`src/rtl/sd_block_responder_pkg.sv`:
```
`default_nettype none
// ============================================================================
//  Module   : sd_block_responder_pkg
//  Brief    : Shared block geometry constants and transfer state encoding
//  Revision : 1.0 - initial release
// ============================================================================
package sd_block_responder_pkg;

  localparam int BLK_BYTES = 512;
  localparam int BLK_SHIFT = 9;

  typedef enum logic [1:0] {
    IDLE = 2'd0,
    PH_A = 2'd1,
    PH_B = 2'd2,
    DONE = 2'd3
  } state_t;

endpackage
`default_nettype wire

```
`src/rtl/sd_block_responder_if.sv`:
```
`default_nettype none
// ============================================================================
//  Module   : sd_block_responder_if
//  Brief    : Core-side block buffer handshake and backing-memory port bundle
//  Revision : 1.0 - initial release
// ============================================================================
interface sd_block_responder_if
  import sd_block_responder_pkg::*;
#(
  parameter int VDNUM  = 3,
  parameter int ADDR_W = 24
);

  logic [31:0]          sd_lba      [VDNUM];
  logic [VDNUM-1:0]     sd_rd;
  logic [VDNUM-1:0]     sd_wr;
  logic [VDNUM-1:0]     sd_ack;
  logic [BLK_SHIFT-1:0] sd_buff_addr;
  logic [7:0]           sd_buff_dout;
  logic                 sd_buff_wr;
  logic [7:0]           sd_buff_din [VDNUM];
  logic [VDNUM-1:0]     drive_ro;
  logic [ADDR_W-1:0]    mem_addr;
  logic                 mem_rd;
  logic [7:0]           mem_dout;
  logic                 mem_wr;
  logic [7:0]           mem_din;
  logic                 busy;

  // Responder side
  modport master (
    input  sd_lba, sd_rd, sd_wr, sd_buff_din, drive_ro, mem_dout,
    output sd_ack, sd_buff_addr, sd_buff_dout, sd_buff_wr,
           mem_addr, mem_rd, mem_wr, mem_din, busy
  );

  // Core / memory side
  modport slave (
    output sd_lba, sd_rd, sd_wr, sd_buff_din, drive_ro, mem_dout,
    input  sd_ack, sd_buff_addr, sd_buff_dout, sd_buff_wr,
           mem_addr, mem_rd, mem_wr, mem_din, busy
  );

endinterface
`default_nettype wire

```
`src/rtl/sd_req_arbiter.sv`:
```
`default_nettype none
// ============================================================================
//  Module   : sd_req_arbiter
//  Brief    : Fixed-priority drive select; lowest index wins, read beats write
//  Revision : 1.0 - initial release
// ============================================================================
module sd_req_arbiter #(
  parameter int VDNUM = 3,
  parameter int DRV_W = 2
) (
  input  wire logic [VDNUM-1:0] i_rd,
  input  wire logic [VDNUM-1:0] i_wr,
  output logic                  o_req,
  output logic [DRV_W-1:0]      o_drive,
  output logic                  o_is_rd
);

  // Scan from the top so the lowest requesting index is the last one written
  always_comb begin
    o_req   = 1'b0;
    o_drive = '0;
    o_is_rd = 1'b0;
    for (int i = VDNUM - 1; i >= 0; i--) begin
      if (i_rd[i] || i_wr[i]) begin
        o_req   = 1'b1;
        o_drive = DRV_W'(i);
        o_is_rd = i_rd[i];
      end
    end
  end

endmodule
`default_nettype wire

```
`src/rtl/sd_block_responder.sv`:
```
`default_nettype none
// ============================================================================
//  Module   : sd_block_responder
//  Brief    : Serves 512-byte block reads/writes for several virtual drives
//             from a byte-wide backing memory, two cycles per byte
//  Revision : 1.0 - initial release
// ============================================================================
module sd_block_responder
  import sd_block_responder_pkg::*;
#(
  parameter int VDNUM  = 3,
  parameter int ADDR_W = 24
) (
  input wire logic              clk_sys,
  input wire logic              reset,
  sd_block_responder_if.master  bus
);

  localparam int DRV_W = (VDNUM > 1) ? $clog2(VDNUM) : 1;
  localparam int LBA_W = ADDR_W - BLK_SHIFT;

  state_t               r_state, w_state_nxt;
  logic [DRV_W-1:0]     r_drive, w_drive;
  logic                 r_is_rd, w_is_rd;
  logic [LBA_W-1:0]     r_lba, w_lba;
  logic                 r_ro, w_ro;
  logic                 r_oor, w_oor;
  logic [BLK_SHIFT-1:0] r_cnt, w_cnt;
  logic [VDNUM-1:0]     r_ack, w_ack;
  logic [BLK_SHIFT-1:0] r_buff_addr, w_buff_addr;
  logic [7:0]           r_buff_dout, w_buff_dout;
  logic                 r_buff_wr, w_buff_wr;
  logic [ADDR_W-1:0]    r_mem_addr, w_mem_addr;
  logic                 r_mem_rd, w_mem_rd;
  logic                 r_mem_wr, w_mem_wr;
  logic [7:0]           r_mem_din, w_mem_din;
  logic                 r_busy, w_busy;

  logic                 w_req, w_req_rd;
  logic [DRV_W-1:0]     w_req_drive;
  logic [31:0]          w_lba_in;
  logic                 w_oor_in;
  logic [BLK_SHIFT-1:0] w_cnt_inc;

  sd_req_arbiter #(
    .VDNUM (VDNUM),
    .DRV_W (DRV_W)
  ) u_arb (
    .i_rd    (bus.sd_rd),
    .i_wr    (bus.sd_wr),
    .o_req   (w_req),
    .o_drive (w_req_drive),
    .o_is_rd (w_req_rd)
  );

  assign w_lba_in  = bus.sd_lba[w_req_drive];
  // Blocks past the end of the backing store are served but never touch memory
  assign w_oor_in  = (w_lba_in >> LBA_W) != 32'd0;
  assign w_cnt_inc = r_cnt + 1'b1;

  // Next state and next values of every registered output
  always_comb begin
    w_state_nxt = r_state;
    w_drive     = r_drive;
    w_is_rd     = r_is_rd;
    w_lba       = r_lba;
    w_ro        = r_ro;
    w_oor       = r_oor;
    w_cnt       = r_cnt;
    w_ack       = r_ack;
    w_buff_addr = r_buff_addr;
    w_buff_dout = r_buff_dout;
    w_buff_wr   = 1'b0;
    w_mem_addr  = r_mem_addr;
    w_mem_rd    = 1'b0;
    w_mem_wr    = 1'b0;
    w_mem_din   = r_mem_din;

    case (r_state)
      IDLE: begin
        if (w_req) begin
          w_state_nxt        = PH_A;
          w_drive            = w_req_drive;
          w_is_rd            = w_req_rd;
          w_lba              = w_lba_in[LBA_W-1:0];
          w_ro               = bus.drive_ro[w_req_drive];
          w_oor              = w_oor_in;
          w_cnt              = '0;
          w_ack              = '0;
          w_ack[w_req_drive] = 1'b1;
          // Byte 0 phase-A actions are launched with the acceptance edge
          if (w_req_rd) begin
            w_mem_addr = {w_lba_in[LBA_W-1:0], {BLK_SHIFT{1'b0}}};
            w_mem_rd   = !w_oor_in;
          end else begin
            w_buff_addr = '0;
          end
        end
      end
      PH_A: begin
        w_state_nxt = PH_B;
      end
      PH_B: begin
        // Finish byte r_cnt: memory data or core buffer data is valid now
        if (r_is_rd) begin
          w_buff_addr = r_cnt;
          w_buff_dout = r_oor ? 8'h00 : bus.mem_dout;
          w_buff_wr   = 1'b1;
        end else begin
          w_mem_addr = {r_lba, r_cnt};
          w_mem_din  = bus.sd_buff_din[r_drive];
          w_mem_wr   = !r_ro && !r_oor;
        end
        if (r_cnt == BLK_SHIFT'(BLK_BYTES - 1)) begin
          w_state_nxt = DONE;
        end else begin
          // Launch phase A of the following byte on the same edge
          w_state_nxt = PH_A;
          w_cnt       = w_cnt_inc;
          if (r_is_rd) begin
            w_mem_addr = {r_lba, w_cnt_inc};
            w_mem_rd   = !r_oor;
          end else begin
            w_buff_addr = w_cnt_inc;
          end
        end
      end
      DONE: begin
        w_state_nxt = IDLE;
        w_ack       = '0;
      end
      default: begin
        w_state_nxt = IDLE;
        w_ack       = '0;
      end
    endcase

    w_busy = (w_state_nxt != IDLE);
  end

  // State register
  always_ff @(posedge clk_sys or posedge reset) begin
    if (reset) begin
      r_state <= IDLE;
    end else begin
      r_state <= w_state_nxt;
    end
  end

  // Transfer context and registered outputs
  always_ff @(posedge clk_sys or posedge reset) begin
    if (reset) begin
      r_drive     <= '0;
      r_is_rd     <= 1'b0;
      r_lba       <= '0;
      r_ro        <= 1'b0;
      r_oor       <= 1'b0;
      r_cnt       <= '0;
      r_ack       <= '0;
      r_buff_addr <= '0;
      r_buff_dout <= '0;
      r_buff_wr   <= 1'b0;
      r_mem_addr  <= '0;
      r_mem_rd    <= 1'b0;
      r_mem_wr    <= 1'b0;
      r_mem_din   <= '0;
      r_busy      <= 1'b0;
    end else begin
      r_drive     <= w_drive;
      r_is_rd     <= w_is_rd;
      r_lba       <= w_lba;
      r_ro        <= w_ro;
      r_oor       <= w_oor;
      r_cnt       <= w_cnt;
      r_ack       <= w_ack;
      r_buff_addr <= w_buff_addr;
      r_buff_dout <= w_buff_dout;
      r_buff_wr   <= w_buff_wr;
      r_mem_addr  <= w_mem_addr;
      r_mem_rd    <= w_mem_rd;
      r_mem_wr    <= w_mem_wr;
      r_mem_din   <= w_mem_din;
      r_busy      <= w_busy;
    end
  end

  assign bus.sd_ack       = r_ack;
  assign bus.sd_buff_addr = r_buff_addr;
  assign bus.sd_buff_dout = r_buff_dout;
  assign bus.sd_buff_wr   = r_buff_wr;
  assign bus.mem_addr     = r_mem_addr;
  assign bus.mem_rd       = r_mem_rd;
  assign bus.mem_wr       = r_mem_wr;
  assign bus.mem_din      = r_mem_din;
  assign bus.busy         = r_busy;

endmodule
`default_nettype wire

```
`src/flat_wrapper.sv`:
```
// flat-port wrapper written by rule: the top's interface ports become plain ports
module sd_block_responder_flat import sd_block_responder_pkg::*;
#(
  parameter int VDNUM  = 3,
  parameter int ADDR_W = 24
)
  (clk_sys, reset, bus_sd_lba, bus_sd_rd, bus_sd_wr, bus_sd_buff_din, bus_drive_ro, bus_mem_dout, bus_sd_ack, bus_sd_buff_addr, bus_sd_buff_dout, bus_sd_buff_wr, bus_mem_addr, bus_mem_rd, bus_mem_wr, bus_mem_din, bus_busy);
  sd_block_responder_if #(.VDNUM(VDNUM), .ADDR_W(ADDR_W)) bus_i ();
  input wire logic clk_sys;
  input wire logic reset;
  input wire logic [$bits(bus_i.sd_lba)-1:0] bus_sd_lba;
  input wire logic [$bits(bus_i.sd_rd)-1:0] bus_sd_rd;
  input wire logic [$bits(bus_i.sd_wr)-1:0] bus_sd_wr;
  input wire logic [$bits(bus_i.sd_buff_din)-1:0] bus_sd_buff_din;
  input wire logic [$bits(bus_i.drive_ro)-1:0] bus_drive_ro;
  input wire logic [$bits(bus_i.mem_dout)-1:0] bus_mem_dout;
  output wire logic [$bits(bus_i.sd_ack)-1:0] bus_sd_ack;
  output wire logic [$bits(bus_i.sd_buff_addr)-1:0] bus_sd_buff_addr;
  output wire logic [$bits(bus_i.sd_buff_dout)-1:0] bus_sd_buff_dout;
  output wire logic [$bits(bus_i.sd_buff_wr)-1:0] bus_sd_buff_wr;
  output wire logic [$bits(bus_i.mem_addr)-1:0] bus_mem_addr;
  output wire logic [$bits(bus_i.mem_rd)-1:0] bus_mem_rd;
  output wire logic [$bits(bus_i.mem_wr)-1:0] bus_mem_wr;
  output wire logic [$bits(bus_i.mem_din)-1:0] bus_mem_din;
  output wire logic [$bits(bus_i.busy)-1:0] bus_busy;
  assign bus_i.sd_lba = {>>{bus_sd_lba}};
  assign bus_i.sd_rd = bus_sd_rd;
  assign bus_i.sd_wr = bus_sd_wr;
  assign bus_i.sd_buff_din = {>>{bus_sd_buff_din}};
  assign bus_i.drive_ro = bus_drive_ro;
  assign bus_i.mem_dout = bus_mem_dout;
  assign bus_sd_ack = bus_i.sd_ack;
  assign bus_sd_buff_addr = bus_i.sd_buff_addr;
  assign bus_sd_buff_dout = bus_i.sd_buff_dout;
  assign bus_sd_buff_wr = bus_i.sd_buff_wr;
  assign bus_mem_addr = bus_i.mem_addr;
  assign bus_mem_rd = bus_i.mem_rd;
  assign bus_mem_wr = bus_i.mem_wr;
  assign bus_mem_din = bus_i.mem_din;
  assign bus_busy = bus_i.busy;
  sd_block_responder #(.VDNUM(VDNUM), .ADDR_W(ADDR_W)) u_core (.clk_sys(clk_sys), .reset(reset), .bus(bus_i));
endmodule
```
`config.mk`:
```
export PLATFORM = sky130hd
export DESIGN_NAME = sd_block_responder_flat
export DESIGN_NICKNAME = d
export VERILOG_FILES = /design/src/rtl/sd_block_responder_pkg.sv /design/src/rtl/sd_block_responder_if.sv /design/src/rtl/sd_req_arbiter.sv /design/src/rtl/sd_block_responder.sv /design/src/flat_wrapper.sv
export SDC_FILE = /design/constraint.sdc
export NUM_CORES = 1
export LEC_CHECK = 0
export CAP_MARGIN = 5
export CORE_MARGIN = 2
export CORE_UTILIZATION = 39
export DETAILED_ROUTE_END_ITERATION = 7
export PLACE_DENSITY_LB_ADDON = 0.05
export SYNTH_ARGS = -nofsm -noshare
export SYNTH_HDL_FRONTEND = slang
export SYNTH_HIERARCHICAL = 1
export SYNTH_SLANG_ARGS = --single-unit
```
`constraint.sdc`:
```
create_clock -name clk_sys -period 2.7 [get_ports clk_sys]
set_input_delay 0.54 -clock clk_sys [delete_from_list [all_inputs] [get_ports clk_sys]]
set_output_delay 0.54 -clock clk_sys [all_outputs]
set_load 0.05 [all_outputs]
```
### Word-level counts from Yosys, hierarchy flattened

Index checks and enable logic that the tools add are counted.

* bits in registers: 87
* output and inout bits: 56
* word-level logic and storage cells: 101

* eq/ne operators: 8
* bitwise operators: 3
* $add $sub $neg: 1
* reduce and logical (&&, ||, !) cells: 20
* magnitude comparators: 4
* multiplexer cells: 49

Operator list (count)
* 24-bit two-way mux: 5
* 32-bit binary-select mux with 2-bit select: 1
* 32-bit two-way mux: 2
* 9-bit two-way mux: 7
* 24-bit one-hot mux with 2 select lines: 1
* 9-bit one-hot mux with 2 select lines: 2
* 32-bit nonzero test: 1
* 8-bit two-way mux: 3
* 8-bit binary-select mux with 2-bit select: 1
* 1-bit two-way mux: 16
* 2-bit two-way mux: 5
* 9-bit by 1-bit adder with 9-bit output (second input constant): 1
* 9-bit == test (second input constant): 1
* 3-bit AND reduction: 3
* 2-bit one-hot mux with 4 select lines: 1
* 2-bit AND reduction: 4
* 3-bit greater-or-equal comparator (second input constant): 2
* 2-bit inequality test (second input constant): 3
* 2-bit NOT with 3-bit output: 2
* 3-bit one-hot mux with 2 select lines: 1
* 2-bit nonzero test: 3
* 2-bit == test (second input constant): 2
* 1-bit zero test: 3
* 1-bit logical OR: 3
* other kinds (11): 12

### Longest topological paths before layout

Gate-level depths: netlist of the first run.

* word-level depth: 13
* gate-level depth with buffers: 11
* gate-level depth less buffers: 10

### Cells and area by module

Netlist of the first run, hierarchy kept.

Modules (own cells, without submodules)
* sd_block_responder: sequential area each 2177.1 um2, cells an instance 518, times used 1, area an instance 4519.3 um2
* sd_req_arbiter: sequential area each 0.0 um2, cells an instance 9, times used 1, area an instance 50.0 um2

### Worst setup path before layout of the first run

No wires, ideal clock.

* path type: register to register
* start: register u_core.r_cnt[1]
* end: register u_core.r_buff_addr[3] (netlist: u_core/bus.sd_buff_addr[3])
* clock period less this slack: 2547 ps
* path buffers: 2
* slack: 153 ps
* arrival time: 2426 ps
* stages on the path, launching flop included: 12
* cells stage by stage: dfrtp_1 > ha_1 > and3_1 > and3_1 > and3_1 > ha_1 > clkbuf_1 > clkbuf_1 > nor2_1 > o21ai_1 > o21ai_1 > a22o_1

* longest elaborated chain between the ends: 4

Ends and longest elaborated chain
* from (decl): line sd_block_responder.sv:28 `logic [BLK_SHIFT-1:0] r_cnt, w_cnt;`
* from (signal assigned): line sd_block_responder.sv:174 `r_cnt <= w_cnt;`
* 9-bit by 1-bit adder with 9-bit output: line sd_block_responder.sv:59 `assign w_cnt_inc = r_cnt + 1'b1;`
* 9-bit two-way mux: line sd_block_responder.sv:120 `if (r_is_rd) begin`
* 9-bit two-way mux *: line sd_block_responder.sv:114 `if (r_cnt == BLK_SHIFT'(BLK_BYTES - 1)) begin`
* 9-bit one-hot mux with 2 select lines *: line sd_block_responder.sv:79 `case (r_state)`
* to (signal assigned): line sd_block_responder.sv:176 `r_buff_addr <= w_buff_addr;`
* to (decl): line sd_block_responder.sv:30 `logic [BLK_SHIFT-1:0] r_buff_addr, w_buff_addr;`

Every way passes the cells marked *; elsewhere a longest branch is shown, timed or not.
A chain may end at the register's enable or synchronous reset.

### Worst setup path after layout of the first run

* start: input bus_sd_wr[1]
* end: register u_core.r_mem_addr[1] (netlist: u_core/bus.mem_addr[1])

* longest elaborated chain between the ends: 5

Ends and longest elaborated chain
* from (decl): line flat_wrapper.sv:13 `input wire logic [$bits(bus_i.sd_wr)-1:0] bus_sd_wr;`
* 1-bit logical OR: line sd_req_arbiter.sv:24 `if (i_rd[i] || i_wr[i]) begin`
* 1-bit two-way mux (2 in series): line sd_req_arbiter.sv:24
* via u_core.w_req: line sd_block_responder.sv:39 `logic w_req, w_req_rd;`
* 2-bit inequality test (no line)
* 3-bit AND reduction (no line)
* to (signal assigned): line sd_block_responder.sv:179 `r_mem_addr <= w_mem_addr;`
* to (decl): line sd_block_responder.sv:33 `logic [ADDR_W-1:0] r_mem_addr, w_mem_addr;`

The timed path passes the listed nets, and every way through them passes these cells.

==> flow_summary.ini, run 1 <==
[sta]
fin_crit_sh_pct = 94.86
setup_ws_ps = 138.9
setup_violations = 0
layout_min_cycle_time_ps = 2561
report.final.hold_viol_count = 0
max_freq_mhz = 390.5
skew_ps = 8.817
final_max_slew_viol_count = 0
slew_headroom_pct = 57.62
worstMarginPinSlew_ps = 634.3
hold_ws_ps = 471.4
rsz0062_at_grt = false

[global_routing]
antenna_found_initial = 0
grt_max_degree = 29
grt_overflow_total = 0
grt_use_total_pct = 22.72
grt_pass1_vias = 4726
grt_pass1_wl_um = 23230

[logic_synthesis]
yosysWarningCount = 6
ys_ff_latch = 87
synth.net_count = 668
ys_types = 42
syn_area_um2 = 4569
synth-seq-area-share_pct = 47.65
post_synth_inst_count = 527
syn_avg_cell_area_um2 = 8.671

[final_layout]
drive_gt1_share_pct = 9.608
multiInputGateArea_um2 = 2212
num-fill-cells = 993
fin_nets = 875
final_cell_area_um2 = 7249
most-common-layout-cells = clkdlybuf4s50_1, dfrtp_1, nor2_1, a21oi_1, o21ai_1
stdcell_count = 882
final_common_cell = clkdlybuf4s50_1
num_antenna_cells = 0
syn_to_final_growth_pct = 58.65
ff_latch_area_um2 = 2177

[routing]
finalWirelength_um = 14330
drt-vias-per-instance = 5.316
antenna_left = 0
routedWlPerCell_um = 16.25
dr_total_vias = 4689
drc = 0
first_pass_iters = 5
drt_iter0_markers = 347

[clocking]
htree_levels = 3
cts_buffers = 9
clk_latency_ps = 340
tritoncts = built
clock_path_buffers = 2
clock-sinks = 87
cts_hold_buf = 0
cts_setup_buffers = 0
root_buffer = clkbuf_16
clkTransAtPathRegs_ps = 70
cts_resized = 0

[power_and_ir_drop]
p_per_area_nw_per_um2 = 888.4
p_total_w = 0.006440
power_leakage_nw = 2.932
peakVddDrop_v = 0.0007987

[floorplan]
fp.dieH_um = 112.2
die_w_um = 112.2
io_pins = 195
num_rows = 39
core_area_um2 = 11420
die_area_um2 = 12600
initial_utilization_pct = 40.02

[worst_setup_path]
startpoint_type = input pin
crit_path_end_kind = flop
crit_fanout = 6
critical_path_class = in2reg
worstPathRequired_ps = 2950
arrival_ps = 2810

[place]
placed_area_um2 = 6919
preCtsSetupSlack_ps = -180.2
io_buffers = 194
place_hpwl_um = 11220
gp_congestion = 0.8690
dp.cells = 866

[worst_hold_path]
hold_path.class = reg2reg

[run]
drv_cap = 0

[outcome]
status = completed
## per-layer routing
metal / GRT usage, % / vias up / part of all wire, %
met2: 39.00 / 192 / 50
li1: - / 2283 / -
met5: 0 / - / 0
met3: 5.832 / 18 / 7.7
met1: 28.75 / 2196 / 41
met4: 5.854 / 0 / 1.3
## path summary, 6_finish.rpt
kind | startpoint | endpoint | cells past startpoint | slack, ps
worst min-delay path | u_core/r_ro$_DFFE_PP0P_ | u_core/bus.mem_wr$_DFF_PP0_ | 1 | 470
max in group asynchronous | reset | u_core/bus.sd_buff_addr[5]$_DFFE_PP0P_ | 3 | 1430
worst max register to register | u_core/r_cnt[0]$_DFFE_PP0P_ | u_core/r_cnt[6]$_DFFE_PP0P_ | 10 | 250
worst max-delay path | bus_sd_wr[1] | u_core/bus.mem_addr[1]$_DFFE_PP0P_ | 8 | 140
min in group asynchronous | reset | u_core/bus.mem_addr[2]$_DFFE_PP0P_ | 2 | 640
worst min register to register | u_core/r_ro$_DFFE_PP0P_ | u_core/bus.mem_wr$_DFF_PP0_ | 1 | 470
## synthesized netlist by cell type (all sizes together)
| library cell | instances | area [µm²] |
|---|---|---|
| dfrtp | 87 | 2177 |
| nor2 | 76 | 285.3 |
| o21ai | 64 | 320.3 |
| a21oi | 61 | 305.3 |
| nand2 | 48 | 180.2 |
| clkbuf | 29 | 108.9 |
| mux2i | 25 | 250.2 |
| nand2b | 14 | 87.58 |
| a2bb2oi | 12 | 105.1 |
| nor4 | 12 | 75.07 |
| a22oi | 11 | 82.58 |
| buf | 11 | 53.80 |
| nor3 | 9 | 45.04 |
| inv | 8 | 30.03 |
| nand3 | 7 | 35.03 |
| a31oi | 5 | 31.28 |
| and3 | 5 | 31.28 |
| mux2 | 5 | 56.30 |
| o31ai | 5 | 37.54 |
| a22o | 4 | 35.03 |
| nor2b | 4 | 25.02 |
| o211ai | 3 | 22.52 |
| or4 | 3 | 22.52 |
| ha | 2 | 25.02 |
| o21a | 2 | 15.01 |
| o21bai | 2 | 15.01 |
| or3 | 2 | 12.51 |
| a211o | 1 | 8.760 |
| a21o | 1 | 7.510 |
| a31o | 1 | 8.760 |
| a32oi | 1 | 8.760 |
| a41oi | 1 | 16.27 |
| nand3b | 1 | 7.510 |
| nand4 | 1 | 6.260 |
| nor3b | 1 | 7.510 |
| o221ai | 1 | 15.01 |
| o22ai | 1 | 6.260 |
| or2 | 1 | 6.260 |
## where the power goes
group          total (W)  leakage [nW]  switching (W)  internal, W
clock network    0.00137         0.157       0.000547     0.000822
registers        0.00208          1.05       0.000340      0.00174
logic            0.00299          1.72        0.00182      0.00117
total            0.00644          2.93        0.00271      0.00373
## critical path, cell delays in order
cell and delay, ps:
clkdlybuf4s50_1 410, or4_1 580, or3_1 430, a21oi_1 220, or2_1 200, buf_4 170
nand2_1 50, a22oi_1 190
## through the flow
step	TNS, ps	util (%)
floorplan	0	-
global placement	-2342	60.60
detailed placement	-4576	60.60
CTS	0	63.47
global route	0	63.49
finish	0	63.49
## flip-flops by register name, summed over array words and instances, names as in the netlist
register,count
u_core/bus.sd_ack,3
u_core/bus.sd_buff_wr,1
u_core/bus.mem_rd,1
u_core/r_ro,1
u_core/r_drive,2
u_core/bus.busy,1
u_core/r_is_rd,1
u_core/bus.mem_din,8
u_core/bus.mem_wr,1
u_core/r_state,2
u_core/r_oor,1
u_core/r_lba,15
u_core/bus.sd_buff_addr,9
u_core/bus.sd_buff_dout,8
u_core/bus.mem_addr,24
u_core/r_cnt,9
## kinds of logic after synthesis
| kind of cell | after synthesis | synth area share [%] |
|---|---|---|
| AOI/OAI and AO/OA | 176 | 22.78 |
| adders and majority gates | 2 | 0.5476 |
| buffers and inverters | 48 | 4.217 |
| DFF | 87 | 47.65 |
| muxes | 30 | 6.709 |
| and+or+nand+nor | 184 | 18.10 |
## layout make-up
cell class              instances  share of cell area (%)
flip-flops and latches         87                   30.03
repair buffers                236                   32.00
inverters                       8                  0.4660
clock buffers                   9                   3.107
multi-input cells             392                   30.51
well taps                     143                   2.468
clock inverters                 7                   1.415
No activity file was read; power rests on OpenSTA's default activity.
==> run 2, diff against run 1 <==
==> constraint.sdc (replaced) <==
create_clock -name clk_sys -period 2.7 [get_ports clk_sys]
set_input_delay 0.54 -clock clk_sys [delete_from_list [all_inputs] [get_ports clk_sys]]
set_output_delay 0.54 -clock clk_sys [all_outputs]
set_load 0.02 [all_outputs]
==> results of run 2 <==
The final DEF is identical to that of run 1. Status: completed.
Main changes from that run: total power 0.006440 W -> 0.005798 W; worst IR drop on VDD 0.0007987 V -> 0.0005615 V
